<file path="config.mk">
export PLATFORM = sky130hd
export DESIGN_NAME = rf_write_ctrl_flat
export DESIGN_NICKNAME = d
export VERILOG_FILES = /design/src/rtl/rf_write_ctrl_pkg.sv /design/src/rtl/rf_write_ctrl_if.sv /design/src/rtl/rf_write_ctrl.sv /design/src/flat_wrapper.sv
export SDC_FILE = /design/constraint.sdc
export NUM_CORES = 1
export LEC_CHECK = 0
export BUFFER_PORTS_ARGS = -buffer_cell sky130_fd_sc_hd__buf_4
export CORE_UTILIZATION = 50
export DETAILED_ROUTE_END_ITERATION = 7
export GPL_TIMING_DRIVEN = 0
export PLACE_DENSITY = 0.89
export SLEW_MARGIN = 5
export SYNTH_ARGS = -nofsm -noshare
export SYNTH_HDL_FRONTEND = slang
export SYNTH_SLANG_ARGS = --single-unit
export TNS_END_PERCENT = 50
</file>
<file path="constraint.sdc">
create_clock -name clk -period 5.5 [get_ports clk]
set_clock_uncertainty 0.05 [all_clocks]
set_input_delay 1.1 -clock clk [delete_from_list [all_inputs] [get_ports clk]]
set_output_delay 1.1 -clock clk [all_outputs]
set_load 0.01 [all_outputs]
</file>
<file path="src/rtl/rf_write_ctrl_pkg.sv">
// Shared CPU constants for the register-file writeback path: register file
// geometry, the stack-pointer index and the write-controller state encoding.
package rf_write_ctrl_pkg;

  localparam int ADDR_W   = 2;
  localparam int DATA_W   = 8;
  localparam int NUM_REGS = 4;

  typedef logic [ADDR_W-1:0] addr_t;
  typedef logic [DATA_W-1:0] data_t;

  localparam addr_t SP_ADDR = 2'd3;

  typedef enum logic {
    IDLE    = 1'b0,
    SP_PEND = 1'b1
  } state_e;

endpackage

</file>
<file path="src/rtl/rf_write_ctrl_if.sv">
// Writeback request channel from the execute stage into the register-file
// write controller; the master issues requests, the slave applies backpressure.
interface rf_write_ctrl_if;
  import rf_write_ctrl_pkg::*;

  logic  wb_valid;
  logic  wb_ready;
  addr_t wb_dst;
  data_t wb_data;
  logic  wb_sp_upd;
  data_t wb_sp_data;

  modport master (
    output wb_valid, wb_dst, wb_data, wb_sp_upd, wb_sp_data,
    input  wb_ready
  );

  modport slave (
    input  wb_valid, wb_dst, wb_data, wb_sp_upd, wb_sp_data,
    output wb_ready
  );

endinterface

</file>
<file path="src/rtl/rf_write_ctrl.sv">
// Serialises writeback requests onto the single register-file write port;
// a request that also moves SP costs two cycles (destination first, then R3).
module rf_write_ctrl
  import rf_write_ctrl_pkg::*;
#(
  parameter int CNT_W = 16
) (
  input  logic              clk,
  input  logic              rst_n,
  rf_write_ctrl_if.slave    wb,
  input  logic              clr,
  output logic              wr_en,
  output addr_t             wr_addr,
  output data_t             wr_data,
  output logic [NUM_REGS-1:0] pend_mask,
  output logic              sp_conflict,
  output logic [CNT_W-1:0]  wr_count
);

  state_e           state_q;
  logic             wr_en_q;
  addr_t            wr_addr_q;
  data_t            wr_data_q;
  data_t            sp_data_q;
  logic             sp_conflict_q;
  logic             sp_conflict_d;
  logic [CNT_W-1:0] wr_count_q;
  logic [CNT_W-1:0] wr_count_d;
  logic             accept;

  assign wb.wb_ready = (state_q == IDLE);
  assign accept      = wb.wb_valid && wb.wb_ready;

  // NOTE: sequential state uses non-blocking assignments so every register
  // samples the pre-edge values, independent of statement order.
  always_ff @(posedge clk or negedge rst_n) begin
    if (!rst_n) begin
      state_q   <= IDLE;
      wr_en_q   <= 1'b0;
      wr_addr_q <= '0;
      wr_data_q <= '0;
      sp_data_q <= '0;
    end else begin
      case (state_q)
        IDLE: begin
          wr_en_q <= accept;
          if (accept) begin
            wr_addr_q <= wb.wb_dst;
            wr_data_q <= wb.wb_data;
            // A request whose destination is SP itself keeps only wb_data.
            if (wb.wb_sp_upd && (wb.wb_dst != SP_ADDR)) begin
              sp_data_q <= wb.wb_sp_data;
              state_q   <= SP_PEND;
            end
          end
        end
        SP_PEND: begin
          wr_en_q   <= 1'b1;
          wr_addr_q <= SP_ADDR;
          wr_data_q <= sp_data_q;
          state_q   <= IDLE;
        end
      endcase
    end
  end

  // NOTE: every always_comb output gets a default first so no path can
  // leave it unassigned and infer a latch.
  always_comb begin
    sp_conflict_d = sp_conflict_q;
    wr_count_d    = wr_count_q;
    if (clr) begin
      sp_conflict_d = 1'b0;
      wr_count_d    = '0;
    end else begin
      if (accept && wb.wb_sp_upd && (wb.wb_dst == SP_ADDR)) begin
        sp_conflict_d = 1'b1;
      end
      if (wr_en_q && (wr_count_q != '1)) begin
        wr_count_d = wr_count_q + CNT_W'(1);
      end
    end
  end

  always_ff @(posedge clk or negedge rst_n) begin
    if (!rst_n) begin
      sp_conflict_q <= 1'b0;
      wr_count_q    <= '0;
    end else begin
      sp_conflict_q <= sp_conflict_d;
      wr_count_q    <= wr_count_d;
    end
  end

  always_comb begin
    pend_mask = '0;
    for (int i = 0; i < NUM_REGS; i++) begin
      pend_mask[i] = wr_en_q && (wr_addr_q == ADDR_W'(i));
    end
    if (state_q == SP_PEND) begin
      pend_mask[SP_ADDR] = 1'b1;
    end
  end

  assign wr_en       = wr_en_q;
  assign wr_addr     = wr_addr_q;
  assign wr_data     = wr_data_q;
  assign sp_conflict = sp_conflict_q;
  assign wr_count    = wr_count_q;

endmodule
</file>
<file path="src/flat_wrapper.sv">
// flat-port wrapper written by rule: the top's interface ports become plain ports
module rf_write_ctrl_flat import rf_write_ctrl_pkg::*;
#(
  parameter int CNT_W = 16
)
  (clk, rst_n, clr, wr_en, wr_addr, wr_data, pend_mask, sp_conflict, wr_count, wb_wb_valid, wb_wb_dst, wb_wb_data, wb_wb_sp_upd, wb_wb_sp_data, wb_wb_ready);
  rf_write_ctrl_if wb_i ();
  input  logic clk;
  input  logic rst_n;
  input  logic clr;
  output logic wr_en;
  output addr_t wr_addr;
  output data_t wr_data;
  output logic [NUM_REGS-1:0] pend_mask;
  output logic sp_conflict;
  output logic [CNT_W-1:0] wr_count;
  input wire logic [$bits(wb_i.wb_valid)-1:0] wb_wb_valid;
  input wire logic [$bits(wb_i.wb_dst)-1:0] wb_wb_dst;
  input wire logic [$bits(wb_i.wb_data)-1:0] wb_wb_data;
  input wire logic [$bits(wb_i.wb_sp_upd)-1:0] wb_wb_sp_upd;
  input wire logic [$bits(wb_i.wb_sp_data)-1:0] wb_wb_sp_data;
  output wire logic [$bits(wb_i.wb_ready)-1:0] wb_wb_ready;
  assign wb_i.wb_valid = wb_wb_valid;
  assign wb_i.wb_dst = wb_wb_dst;
  assign wb_i.wb_data = wb_wb_data;
  assign wb_i.wb_sp_upd = wb_wb_sp_upd;
  assign wb_i.wb_sp_data = wb_wb_sp_data;
  assign wb_wb_ready = wb_i.wb_ready;
  rf_write_ctrl #(.CNT_W(CNT_W)) u_core (.clk(clk), .rst_n(rst_n), .wb(wb_i), .clr(clr), .wr_en(wr_en), .wr_addr(wr_addr), .wr_data(wr_data), .pend_mask(pend_mask), .sp_conflict(sp_conflict), .wr_count(wr_count));
endmodule
</file>
==> results of run 1 <==
logic make-up (layout without fill, tap and decap cells):
family,count (synthesis),count (layout),synth area share (%)
AND/OR/NAND/NOR,65,65,19.8
flip-flops,37,37,51.6
AO/OA/AOI/OAI,36,36,13.0
multiplexers,19,19,11.2
buffers and inverters,11,73,3.28
adder cells (fa/ha/maj),1,1,0.697
XOR/XNOR,1,1,0.488
synth_stat cells (all sizes together):
library cell,count,area (um^2)
nand2,21,78.8
a41oi,2,17.5
nand4,5,46.3
nor4,1,6.26
and3,4,27.5
ha,1,12.5
mux2,8,90.1
or3,6,40.0
nand3,7,35.0
nor3b,1,7.51
clkbuf,3,12.5
a21oi,11,55.1
o31ai,4,30.0
xor2,1,8.76
nor2,9,33.8
a31oi,1,6.26
o21ai,13,65.1
dfrtp,37,926
o41ai,2,36.3
and4,2,17.5
buf,3,22.5
nor4b,1,8.76
inv,4,15.0
or4,5,37.5
mux2i,11,110
nor3,2,10.0
a211oi,3,22.5
dlygate4sd1,1,8.76
or2,1,6.26
registers in the layout, summed over array words and instances (netlist names):
register and count:
u_core.wr_addr 2, u_core.wr_count 16, u_core.state_q 1, u_core.wr_data 8
u_core.sp_conflict 1, u_core.sp_data_q 8, u_core.wr_en 1
final timing paths:
path,cells past startpoint,end
hold reg to reg,2,u_core.wr_data[4]
setup / recovery,4,pend_mask[3]
hold / removal,2,u_core.wr_data[4]
max in group asynchronous,1,u_core.wr_addr[0]
min in group asynchronous,1,u_core.wr_count[0]
setup reg to reg,4,u_core.wr_count[7]
worst max-delay path, cell delays in order, from the launching register on:
cell	delay [ns]
dfrtp_1	0.34
clkbuf_1	0.28
inv_1	0.16
nand2_1	0.09
buf_4	0.11
through the flow:
stage	util (%)	cells	area, um^2
2_1_floorplan	-	170	1790
3_3_place_gp	66.6	270	2260
3_5_place_dp	66.6	270	2260
4_1_cts	69.2	278	2350
5_1_grt	69.2	278	2350
6_report	69.2	278	2350
power by group:
group / internal [mW] / switching [mW] / leakage [nW]
registers: 0.297 / 0.0179 / 0.473
logic: 0.0526 / 0.0429 / 0.579
clock network: 0.108 / 0.0944 / 0.0445
layout make-up:
class | count | area, um^2 | share of cell area [%]
flip-flops and latches | 37 | 926 | 39.5
multi-input cells | 122 | 810 | 34.5
repair buffers | 54 | 405 | 17.3
well taps | 46 | 57.6 | 2.45
clock buffers | 6 | 51.3 | 2.19
plain buffers | 7 | 43.8 | 1.87
clock inverters | 2 | 37.5 | 1.60
inverters | 4 | 15.0 | 0.640
layer usage:
metal / wire [um] / vias up / GRT usage, %
li1: - / 745 / -
met1: 1670 / 731 / 27.7
met2: 1900 / 59 / 35.8
met3: 249 / 6 / 7.04
met4: 45 / 0 / 8.25
met5: 0 / - / 0
==> reports/results.txt, run 1 <==
ANT nets after route: 0
clock root buffer: clkbuf_4
Die Wd: 61.9 um
synth unique cells: 36
clock sinks: 37
DR iter-0 viols: 106
CP startpoint kind: register
via count: 1541
Yosys warnings: 0
Final WS setup: 3.01 ns
CTS tree: yes
hold path startpoint: u_core.sp_data_q[4]
# Post-CTS Setup Buffers: 0
Placement Setup Slack: 3.23 ns
Crit Path Max Fanout: 9
most frequent cells in the layout: buf_4, dfrtp_1, nand2_1
max-cap violations: 0
DR WL/cell: 13.9 um
worst skew pair latency: 0.35 ns
Total Routing Usage GR: 22.1%
RSZ-0062 raised after global routing: no
cell count after synthesis: 170
IO Port Bufs: 54
H-tree levels: 2
largest net degree at the start of global routing: 38
post-synthesis register bit count: 37
Max Fclk: 401 MHz
PostCTS Resize Cnt: 0
minimum clock period: 2.49 ns
Remaining Overflow, GRT: 0
drt drc: 0
Fin. Hold Viols: 0
die area: 0.00383 mm^2
status: completed
CP arrival: 1.34 ns
area of the core: 0.00339 mm^2
Worst-path clk slew: 0.12 ns
pins over their slew limit: 0
initial antenna violation count: 0
Pleak: 1.10 nW
vias in the first global route: 1369
Die Height: 61.9 um
Cell Rows: 21
post-DP HPWL: 2770 um
Worst setup startpoint: u_core.state_q
synth-to-layout area growth: 30.8%
layout cell share with drive strength beyond 1: 34.5%
Post-Syn Area: 0.00179 mm^2
start of the worst register-to-register path: u_core.wr_count[7]
first-pass GRT wire length: 6090 um
PnR Total Power: 0.613 mW
Setup violations, final: 0
Worst Max-Slew Pin Slew: 0.681 ns
Min Hold Slack: 0.447 ns
WP data required: 4.35 ns
relative slew slack: 54.6%
Pwr Density: 261 mW/mm^2
CTS buffer count: 5
layout filler cell count: 243
VDD IR-drop max: 0.190 mV
IO Count: 56
syn avg cell area: 10.6 um^2
commonest non-fill, non-tap cell in the layout: buf_4
initial core utilization: 52.9%
hold buffer count at CTS: 0
Longest Clk Path Bufs: 2
setup TNS: 0 ns
Tcrit/Tclk final: 45.3%
vias per cell: 5.54
Critical Path End Type: primary output
antenna cells: 0
min-delay worst type: reg -> reg
gpl congestion: 0.893
post-synthesis sequential area ratio: 51.6%
kind of critical path: reg -> out
Layout Nets: 255
Routed WL: 3860 um
Initial DRT Pass Iterations: 4
Syn Nets: 194
reg2reg setup slack: 3.54 ns
No activity file was read; power rests on OpenSTA's default activity.
==> run 2, diff against run 1 <==
--- a/config.mk
+++ b/config.mk
@@ -6,10 +6,10 @@
 export NUM_CORES = 1
 export LEC_CHECK = 0
 export BUFFER_PORTS_ARGS = -buffer_cell sky130_fd_sc_hd__buf_4
-export CORE_UTILIZATION = 50
+export CORE_UTILIZATION = 45
 export DETAILED_ROUTE_END_ITERATION = 7
 export GPL_TIMING_DRIVEN = 0
-export PLACE_DENSITY = 0.89
+export PLACE_DENSITY = 0.85
 export SLEW_MARGIN = 5
 export SYNTH_ARGS = -nofsm -noshare
 export SYNTH_HDL_FRONTEND = slang
==> constraint.sdc (replaced) <==
create_clock -name clk -period 2.2 [get_ports clk]
set_clock_uncertainty 0.05 [all_clocks]
set_input_delay 0.44 -clock clk [delete_from_list [all_inputs] [get_ports clk]]
set_output_delay 0.44 -clock clk [all_outputs]
set_load 0.01 [all_outputs]
==> run 2 against run 1 <==
Sequential share of layout area unchanged; non-clock buffer count unchanged; largest cell class unchanged; via count up 1.4%; critical path type is now reg -> reg; power up 150%; setup slack worse by 2.7 ns; register-to-register slack worse by 3.3 ns; cell count up 0.36%; combinational power rose to 2.5 times the previous value.
==> reports/results.txt, run 2 (synthesis gave the netlist of run 1 again) <==
status: completed
Crit Path Max Fanout: 8 (-1)
PostCTS Resize Cnt: 0 (unchanged)
Tcrit/Tclk final: 86.9%
RSZ-0062 raised after global routing: no
max-cap violations: 0 (unchanged)
relative slew slack: 53.3% (-1.3 points)
post-DP HPWL: 2820 um (+1.9%)
Worst-path clk slew: 0.07 ns (-0.05 ns)
commonest non-fill, non-tap cell in the layout: buf_4
Longest Clk Path Bufs: 2 (unchanged)
IO Port Bufs: 54 (unchanged)
pins over their slew limit: 0 (unchanged)
Crit path largest cell delay: 0.65 ns (+0.31 ns)
Fin. Hold Viols: 0 (unchanged)
CP arrival: 2.02 ns (+0.68 ns)
PnR Total Power: 1.51 mW (+150%)
Remaining Overflow, GRT: 0 (unchanged)
WP data required: 2.30 ns (-2.05 ns)
initial antenna violation count: 0 (unchanged)
Max Fclk: 523 MHz
Cell Rows: 22 (+4.8%)
die area: 0.00424 mm^2 (+11%)
drt drc: 0 (unchanged)
Routed WL: 3990 um (+3.4%)
gpl congestion: 0.818 (-8.4%)
Layout Nets: 255 (unchanged)
ANT nets after route: 0 (unchanged)
Placement Setup Slack: 0.311 ns (-2.92 ns)
layout filler cell count: 335 (+38%)
CP startpoint kind: register
vias per cell: 5.60 (+1.0%)
clock root buffer: clkbuf_8
layout cell share with drive strength beyond 1: 33.8% (-0.72 points)
clock sinks: 37 (unchanged)
VDD IR-drop max: 0.400 mV (+110%)
Final WS setup: 0.288 ns (-2.72 ns)
area of the core: 0.00374 mm^2 (+10%)
CTS tree: yes
synth-to-layout area growth: 30.8% (unchanged)
largest net degree at the start of global routing: 38 (unchanged)
DR iter-0 viols: 96 (-9.4%)
IO Count: 56 (unchanged)
Largest register FFs: 16 (unchanged)
most frequent cells in the layout: buf_4, dfrtp_1, nand2_1
Setup violations, final: 0 (unchanged)
via count: 1562 (+1.4%)
CTS buffer count: 5 (unchanged)
setup TNS: 0 ns (unchanged)
Critical Path End Type: register
CP Cell Sequence: nand4_1 -> nor4_1 -> or3_2 -> a21oi_1
Pwr Density: 642 mW/mm^2 (+150%)
# Post-CTS Setup Buffers: 0 (unchanged)
Initial DRT Pass Iterations: 4 (unchanged)
DR WL/cell: 14.3 um (+3.0%)
Total Routing Usage GR: 22.0% (-0.096 points)
initial core utilization: 47.9% (-5.0 points)
antenna cells: 0 (unchanged)
worst skew pair latency: 0.29 ns (-0.06 ns)
vias in the first global route: 1527 (+12%)
H-tree levels: 2 (unchanged)
minimum clock period: 1.91 ns
min-delay worst type: in -> async
Worst Max-Slew Pin Slew: 0.700 ns (+0.0195 ns)
Die Wd: 65.1 um (+5.2%)
first-pass GRT wire length: 6960 um (+14%)
Pleak: 1.10 nW (about the same)
Die Height: 65.1 um (+5.2%)
kind of critical path: reg -> reg
critical path's slowest cell: nor4_1
hold buffer count at CTS: 0 (unchanged)
## run 2: cell count changes in the layout (fill, tap and decap cells not counted), sizes merged
cell      previous run  this run
clkbuf               9        10
clkinvlp             1         0
bufinv               1         0
## run 2: critical path: cells and delay by family, from the launching register on
kind	cells	cell delay, ns
compound gates	1	0.06
flops	1	0.46
simple gates	3	1.21
## run 2: path summary, 6_finish.rpt
kind	from	end	slack, ns	cells past startpoint
setup / recovery	u_core.wr_count[7]	u_core.wr_count[7]	0.29	4
hold / removal	rst_n	u_core.wr_count[4]	0.05	1
setup reg to reg	u_core.wr_count[7]	u_core.wr_count[7]	0.29	4
hold reg to reg	u_core.sp_data_q[2]	u_core.wr_data[2]	0.43	2
max in group asynchronous	rst_n	u_core.sp_data_q[2]	1.72	1
min in group clk	clr	u_core.wr_count[2]	0.32	2
## run 2: where the power goes
group          switching (mW)  internal [mW]
logic                   0.110          0.132
clock network           0.226          0.248
registers              0.0464          0.745
## run 2: metrics by stage
step           hold WS, ns  std cells  util, %  area, um^2
3_5_place_dp         0.380        272     60.4        2260
2_1_floorplan       0.0944        170        -        1790
6_report            0.0531        279     62.7        2350
3_3_place_gp         0.376        272     60.4        2260
5_1_grt             0.0819        279     62.7        2350
4_1_cts             0.0651        279     62.7        2350
## run 2: cell type report
type	count	area, um^2	area share [%]
Tap cell	48	60.1	2.56
Buffer	7	43.8	1.87
Sequential cell	37	926	39.5
Inverter	4	15.0	0.640
Multi-Input combinational cell	122	810	34.5
Timing Repair Buffer	54	405	17.3
Clock buffer	7	86.3	3.68
## run 2: metal layers
layer,vias to the layer above,global-route usage (%),share of wire [%]
met5,-,0,0
met4,0,7.07,1.0
met3,5,7.64,5.7
met2,50,36.3,49
met1,763,26.8,44
li1,744,-,-
